[config.mk]
export PLATFORM = sky130hd
export DESIGN_NAME = receptor_pedidos
export DESIGN_NICKNAME = d
export VERILOG_FILES = /design/src/rtl/receptor_pedidos_pkg.sv /design/src/rtl/fifo_pedidos.sv /design/src/rtl/receptor_pedidos.sv
export SDC_FILE = /design/constraint.sdc
export NUM_CORES = 1
export LEC_CHECK = 0
export ABC_AREA = 1
export ABC_CLOCK_PERIOD_IN_PS = 4000
export CAP_MARGIN = 15
export CORE_MARGIN = 2
export CORE_UTILIZATION = 50
export DETAILED_ROUTE_END_ITERATION = 8
export GPL_TIMING_DRIVEN = 0
export PLACE_DENSITY_LB_ADDON = 0.2
export REMOVE_ABC_BUFFERS = 1
export SLEW_MARGIN = 20
export SYNTH_ARGS = -nofsm -noshare
export SYNTH_HDL_FRONTEND = slang
export SYNTH_SLANG_ARGS = --single-unit
[constraint.sdc]
create_clock -name clock -period 4 [get_ports clock]
set_input_delay 1.2 -clock clock [delete_from_list [all_inputs] [get_ports clock]]
set_output_delay 1.2 -clock clock [all_outputs]
set_load 0.01 [all_outputs]
[src/rtl/receptor_pedidos_pkg.sv]
// rtl/receptor_pedidos_pkg.sv - FSM encoding, byte field layout and FIFO entry type for receptor_pedidos
package receptor_pedidos_pkg;

  typedef enum logic [2:0] {
    OCIOSO     = 3'd0,
    DECODIFICA = 3'd1,
    CONTROLE   = 3'd2,
    VALIDA     = 3'd3,
    GRAVA      = 3'd4,
    DESCARTA   = 3'd5
  } estado_t;

  localparam int LARGURA_ENTRADA = 6;

  localparam int BIT_ORIGEM  = 0;
  localparam int BIT_DESTINO = 2;
  localparam int BIT_TIPO    = 4;

  localparam int BIT_INICIAR    = 0;
  localparam int BIT_RESET      = 2;
  localparam int BIT_EMERGENCIA = 4;
  localparam int BIT_CONTROLE   = 7;

  localparam logic [1:0] TIPO_NULO = 2'b00;

  typedef struct packed {
    logic [1:0] tipo;
    logic [1:0] destino;
    logic [1:0] origem;
  } entrada_t;

  // Bit 6 of a request byte carries no meaning and is dropped here.
  function automatic entrada_t extrai_entrada(input logic [7:0] b);
    entrada_t e;
    e.tipo    = b[BIT_TIPO +: 2];
    e.destino = b[BIT_DESTINO +: 2];
    e.origem  = b[BIT_ORIGEM +: 2];
    return e;
  endfunction

endpackage

[src/rtl/fifo_pedidos.sv]
// rtl/fifo_pedidos.sv - circular buffer of pending requests; head read asynchronously
// Optional duplicate lookup when RECEPTOR_PEDIDOS_DEDUP_EN is defined.
module fifo_pedidos
  import receptor_pedidos_pkg::*;
#(
  parameter int PROFUNDIDADE = 4
) (
  input  logic                            clock,
  input  logic                            reset,
  input  logic                            push,
  input  logic                            pop,
  input  logic                            flush,
  input  entrada_t                        dado_entrada,
  output entrada_t                        dado_saida,
  output logic [$clog2(PROFUNDIDADE):0]   ocupacao,
  output logic                            cheia
`ifdef RECEPTOR_PEDIDOS_DEDUP_EN
  ,
  input  entrada_t                        consulta,
  output logic                            duplicado
`endif
);

  localparam int AW = $clog2(PROFUNDIDADE);
  localparam logic [AW:0] CHEIO = PROFUNDIDADE[AW:0];

  entrada_t      mem [PROFUNDIDADE];
  logic [AW-1:0] ptr_escrita;
  logic [AW-1:0] ptr_leitura;
  logic          faz_push;
  logic          faz_pop;

  assign cheia    = (ocupacao == CHEIO);
  assign faz_pop  = pop && (ocupacao != '0);
  // A full buffer still accepts a write when the head leaves in the same cycle.
  assign faz_push = push && (!cheia || faz_pop);

  always_ff @(posedge clock or negedge reset) begin
    if (!reset) begin
      ptr_escrita <= '0;
      ptr_leitura <= '0;
      ocupacao    <= '0;
    end else if (flush) begin
      ptr_escrita <= '0;
      ptr_leitura <= '0;
      ocupacao    <= '0;
    end else begin
      if (faz_push) ptr_escrita <= ptr_escrita + 1'b1;
      if (faz_pop)  ptr_leitura <= ptr_leitura + 1'b1;
      ocupacao <= ocupacao + {{AW{1'b0}}, faz_push} - {{AW{1'b0}}, faz_pop};
    end
  end

  always_ff @(posedge clock) begin
    if (faz_push && !flush) mem[ptr_escrita] <= dado_entrada;
  end

  assign dado_saida = (ocupacao != '0) ? mem[ptr_leitura] : '0;

`ifdef RECEPTOR_PEDIDOS_DEDUP_EN
  always_comb begin
    duplicado = 1'b0;
    for (int i = 0; i < PROFUNDIDADE; i++) begin
      if (i < int'(ocupacao) && mem[ptr_leitura + AW'(i)] == consulta) duplicado = 1'b1;
    end
  end
`endif

endmodule

[src/rtl/receptor_pedidos.sv]
// rtl/receptor_pedidos.sv - decodes serial bytes into elevator requests and control commands
// Define RECEPTOR_PEDIDOS_DEDUP_EN to reject requests already waiting in the FIFO.
module receptor_pedidos
  import receptor_pedidos_pkg::*;
#(
  parameter int PROFUNDIDADE = 4,
  parameter int ANDAR_MAX    = 3
) (
  input  logic                          clock,
  input  logic                          reset,
  input  logic                          pronto,
  input  logic [7:0]                    dados_ascii,
  input  logic                          pedido_aceito,
  output logic                          pedido_valido,
  output logic [1:0]                    pedido_origem,
  output logic [1:0]                    pedido_destino,
  output logic [1:0]                    pedido_tipo,
  output logic [$clog2(PROFUNDIDADE):0] ocupacao,
  output logic                          cheia,
  output logic                          iniciar_serial,
  output logic                          reset_serial,
  output logic                          emergencia_serial,
  output logic [3:0]                    descartes,
  output logic [2:0]                    db_estado
);

  estado_t    estado;
  logic [7:0] byte_r;
  logic       pronto_ant;
  logic       borda;
  entrada_t   pedido;
  entrada_t   cabeca;
  logic       rejeita;
  logic       push;
  logic       flush;

  assign borda  = pronto && !pronto_ant;
  assign pedido = extrai_entrada(byte_r);
  assign push   = (estado == GRAVA);
  assign flush  = (estado == CONTROLE) && (byte_r[BIT_RESET] || byte_r[BIT_EMERGENCIA]);

`ifdef RECEPTOR_PEDIDOS_DEDUP_EN
  logic duplicado;
`endif

  always_comb begin
    rejeita = (pedido.tipo == TIPO_NULO)
           || (pedido.origem == pedido.destino)
           || (int'(pedido.origem) > ANDAR_MAX)
           || (int'(pedido.destino) > ANDAR_MAX)
           || emergencia_serial
           || (cheia && !pedido_aceito);
`ifdef RECEPTOR_PEDIDOS_DEDUP_EN
    if (duplicado) rejeita = 1'b1;
`endif
  end

  // Edge history restarts as "seen high": a level already high at release must drop before it counts.
  always_ff @(posedge clock or negedge reset) begin
    if (!reset) begin
      estado            <= OCIOSO;
      byte_r            <= '0;
      pronto_ant        <= 1'b1;
      iniciar_serial    <= 1'b0;
      reset_serial      <= 1'b0;
      emergencia_serial <= 1'b0;
      descartes         <= '0;
    end else begin
      pronto_ant     <= pronto;
      iniciar_serial <= 1'b0;
      reset_serial   <= 1'b0;
      case (estado)
        OCIOSO: begin
          if (borda) begin
            byte_r <= dados_ascii;
            estado <= DECODIFICA;
          end
        end
        DECODIFICA: estado <= byte_r[BIT_CONTROLE] ? CONTROLE : VALIDA;
        CONTROLE: begin
          if (byte_r[BIT_EMERGENCIA]) begin
            emergencia_serial <= 1'b1;
          end else if (byte_r[BIT_INICIAR]) begin
            emergencia_serial <= 1'b0;
            iniciar_serial    <= 1'b1;
          end
          reset_serial <= byte_r[BIT_RESET];
          estado       <= OCIOSO;
        end
        VALIDA: estado <= rejeita ? DESCARTA : GRAVA;
        GRAVA:  estado <= OCIOSO;
        DESCARTA: begin
          if (descartes != 4'hF) descartes <= descartes + 4'd1;
          estado <= OCIOSO;
        end
        default: estado <= OCIOSO;
      endcase
    end
  end

  fifo_pedidos #(
    .PROFUNDIDADE(PROFUNDIDADE)
  ) u_fifo (
    .clock        (clock),
    .reset        (reset),
    .push         (push),
    .pop          (pedido_aceito),
    .flush        (flush),
    .dado_entrada (pedido),
    .dado_saida   (cabeca),
    .ocupacao     (ocupacao),
    .cheia        (cheia)
`ifdef RECEPTOR_PEDIDOS_DEDUP_EN
    ,
    .consulta     (pedido),
    .duplicado    (duplicado)
`endif
  );

  assign pedido_valido  = (ocupacao != '0);
  assign pedido_origem  = cabeca.origem;
  assign pedido_destino = cabeca.destino;
  assign pedido_tipo    = cabeca.tipo;
  assign db_estado      = estado;

endmodule

==> run summary <==
## Synthesis
• **arithmetic-cell share of the synthesized area counting full adders, half adders and majority gates** 4.86%
• **synthesized area per cell** 9.94 µm²
• **Yosys reg bits** 49
• **post-synth top area share** 32.5%
• **library cells used by synthesis** 24
• **largest area contributor in the netlist** sky130_fd_sc_hd__edfxtp_1
• **Synth area leaders** sky130_fd_sc_hd__edfxtp_1 33%, sky130_fd_sc_hd__dfrtp_1 27%, sky130_fd_sc_hd__nor2_1 6.6%
• **post-synthesis mux area share** 0%
• **synthesized-area fraction occupied by ao, oa, aoi and oai cells** 6.72%
• **fraction of the yosys area taken by sequential cells** 60.8%
• **number of cells produced by synthesis** 223
• **Post-Synth XOR/XNOR Area** 1.98%
• **largest family of logic cells by synthesized area** simple AND/OR/NAND/NOR gates
• **total of warnings raised by yosys** 0
• **area fraction in and, or, nand and nor cells after synthesis** 18.4%
• **post-synth design cell area** 2220 µm²

## Worst hold path
• **startpoint of the lowest-slack hold path** byte_r[7]
• **Min-Delay Path Depth** 2
• **worst min-delay path class** register to register

## Place
• **cell count after placement** 301
• **HPWL after detailed placement** 2.61 mm
• **IO Port Bufs** 31
• **Placer Congestion** 0.779

## Power and ir drop
• **proportion of power drawn by flip-flops and latches** 44.7%
• **part of the total power dissipated in combinational logic** 39.3%
• **P_sw** 704 µW
• **total power density per cell area** 703 nW/µm²
• **post-route total power** 1.86 mW
• **Internal Power** 1.15 mW
• **static leakage** 1.14 nW
• **worst IR drop on VDD** 0.359 mV
• **Clk network pwr share** 16.0%
• **net switching fraction of the power** 37.9%

## Setup path
• **capturing element of the worst setup path** pedido_destino[0]
• **end of the worst register-to-register path** u_fifo.ocupacao[2]
• **reg-to-reg setup timing slack** 1890 ps
• **Critical Path Source Type** register
• **slowest CP cell** sky130_fd_sc_hd__dfrtp_1
• **Worst Reg-to-Reg Cells** 11
• **cells traversed along the worst timing path** inv_1 -> o21ai_0 -> a21oi_1 -> clkdlybuf4s50_1
• **category of the worst setup path capture point** output pin
• **largest incremental delay on the critical path** 560 ps
• **source of the critical timing path** u_fifo.ptr_leitura[0]
• **Setup CP Type** register to output pin
• **data arrival time of the worst path** 2120 ps
• **launch point of the worst reg-to-reg path** u_fifo.ocupacao[1]
• **worst-path maximum fanout** 15
• **required time reported for the critical path endpoint** 2800 ps

## Clock tree
• **buffers inserted during post-CTS setup optimization** 0
• **H-tree depth** 2
• **maximum root-to-sink buffer count** 2
• **buffer cell driving the clock tree root** sky130_fd_sc_hd__clkbuf_8
• **cts bufs inserted** 5
• **clock insertion delay at the later pin of the skew report** 300 ps
• **number of hold buffers added after CTS** 0
• **number of clock sinks** 49
• **count of instances resized after the clock tree is built** 0
• **clock slew seen by the registers of the worst setup and hold paths** 90 ps
• **TritonCTS clock tree** yes

## STA
• **period utilization** 83.0%
• **Final Max Tran Viols** 0
• **hold violation total from the final report** 0
• **final count of negative-setup-slack endpoints** 0
• **Final TNS setup** 0 ps
• **minimum clock period** 3320 ps
• **Clock Skew** 10.1 ps
• **highest achievable clock rate** 301 MHz
• **Least-Margin Pin Slew** 601 ps
• **Max transition margin** 59.8%
• **setup repair after global routing missed its margin** no

## Global routing
• **initial antenna violation count** 0
• **aggregate global routing overflow** 0
• **global-route wire length before repair** 6.24 mm
• **Global Route Usage Sum** 16.2%
• **via count of the first global-routing pass** 1,360
• **largest net degree at the start of global routing** 26

## Routing
• **remaining antenna violation count after routing** 0
• **Iteration-0 DRC Markers** 123
• **number of vias per cell after detailed routing** 4.98
• **Post-Route WL** 3.74 mm
• **number of vias after detailed routing** 1,538
• **First-pass DRT Iterations** 4
• **wire per inst** 12.1 µm
• **DRC violation count after routing** 0

## Floorplanning
• **Top-Level Pins** 33
• **Die Footprint** 4980 µm²
• **number of placement rows** 24
• **initial standard-cell utilization of the core** 51.2%
• **core outline area** 4320 µm²
• **Die Ht** 70.6 µm
• **die width** 70.6 µm

## Cells and area
• **proportion of layout cells with a drive suffix above 1** 6.61%
• **top library cells by usage in the layout, fill and taps aside** 39 x sky130_fd_sc_hd__nor2_1, 36 x sky130_fd_sc_hd__nand2_1, 30 x sky130_fd_sc_hd__inv_1, 30 x sky130_fd_sc_hd__clkdlybuf4s50_1
• **NumNets Final** 276
• **Non-Filler Instances** 309
• **Area growth, synth to finish** 19.1%
• **Inserted Diodes** 0
• **leading cell type in the layout, fill and taps excluded** sky130_fd_sc_hd__nor2_1

## Status
• **status** finished clean

## Run
• **max-cap viol count** 0

[worst max-delay path, delay by kind of cell, from the launching register on]
family | cells | cell delay [ps]
flops | 1 | 560
compound gates | 2 | 340
buf+inv | 2 | 910
[cell usage after synthesis, drive strengths merged]
library cell	number
clkbuf	1
inv	32
o21ai	22
xnor2	1
nor2	41
dfstp	1
nand3	11
nand2	36
buf	4
xor2	4
nor3	4
a21oi	7
fa	1
nand4	3
ha	7
dfrtp	24
edfxtp	24
[kinds of logic (layout without fill, tap and decap cells)]
logic type / after synthesis / count (layout)
xor gates and xnor gates: 5 / 5
AOI/OAI and AO/OA: 29 / 29
adders and majority gates: 8 / 8
buffers and inverters: 37 / 71
DFF: 49 / 49
and+or+nand+nor: 95 / 95
[layer usage]
layer / track usage, % / up-vias / share of wire (%)
met5: 0 / - / 0
met3: 4.56 / 4 / 5.1
met1: 21.7 / 714 / 47
met2: 26.0 / 33 / 47
met4: 5.03 / 0 / 1.0
li1: - / 787 / -
[power groups by stage]
stage               registers, mW  clock network (mW)  logic, mW
global route                0.852               0.324      0.823
detailed placement          0.838                   0      0.738
finish                      0.830               0.296      0.730
global placement            0.836                   0      0.724
CTS                         0.829               0.301      0.740
floorplan                   0.821                   0      0.415
[worst min-delay path by stage]
stage / end / slack (ps)
floorplan: byte_r[7] / 450
global placement: byte_r[7] / 470
global route: byte_r[7] / 550
finish: byte_r[7] / 490
detailed placement: byte_r[7] / 470
CTS: byte_r[7] / 490
[sequential cells by signal (all words and copies together) (netlist names)]
| signal | count |
|---|---|
| byte_r | 7 |
| db_estado | 3 |
| descartes | 4 |
| emergencia_serial | 1 |
| iniciar_serial | 1 |
| pronto_ant | 1 |
| reset_serial | 1 |
| u_fifo.mem | 24 |
| u_fifo.ocupacao | 3 |
| u_fifo.ptr_escrita | 2 |
| u_fifo.ptr_leitura | 2 |
[stage by stage]
stage	cell area, µm²	worst slack (ps)	util [%]	hold WS (ps)
4_1_cts	2640	674	61.1	493
5_1_grt	2640	506	61.1	551
6_report	2640	678	61.1	489
3_3_place_gp	2550	934	59.0	467
2_1_floorplan	2180	1510	-	450
3_5_place_dp	2550	933	58.9	470
[cell type report]
type | count | area (µm²)
tap | 52 | 65.1
multi-input combinational | 137 | 708
clock inverter | 3 | 25.0
timing repair buffer | 31 | 305
clock buffer | 5 | 68.8
inverter | 32 | 120
sequential | 49 | 1350
fill | 378 | 1680
Note: power is estimated with default switching activity, not from simulation.
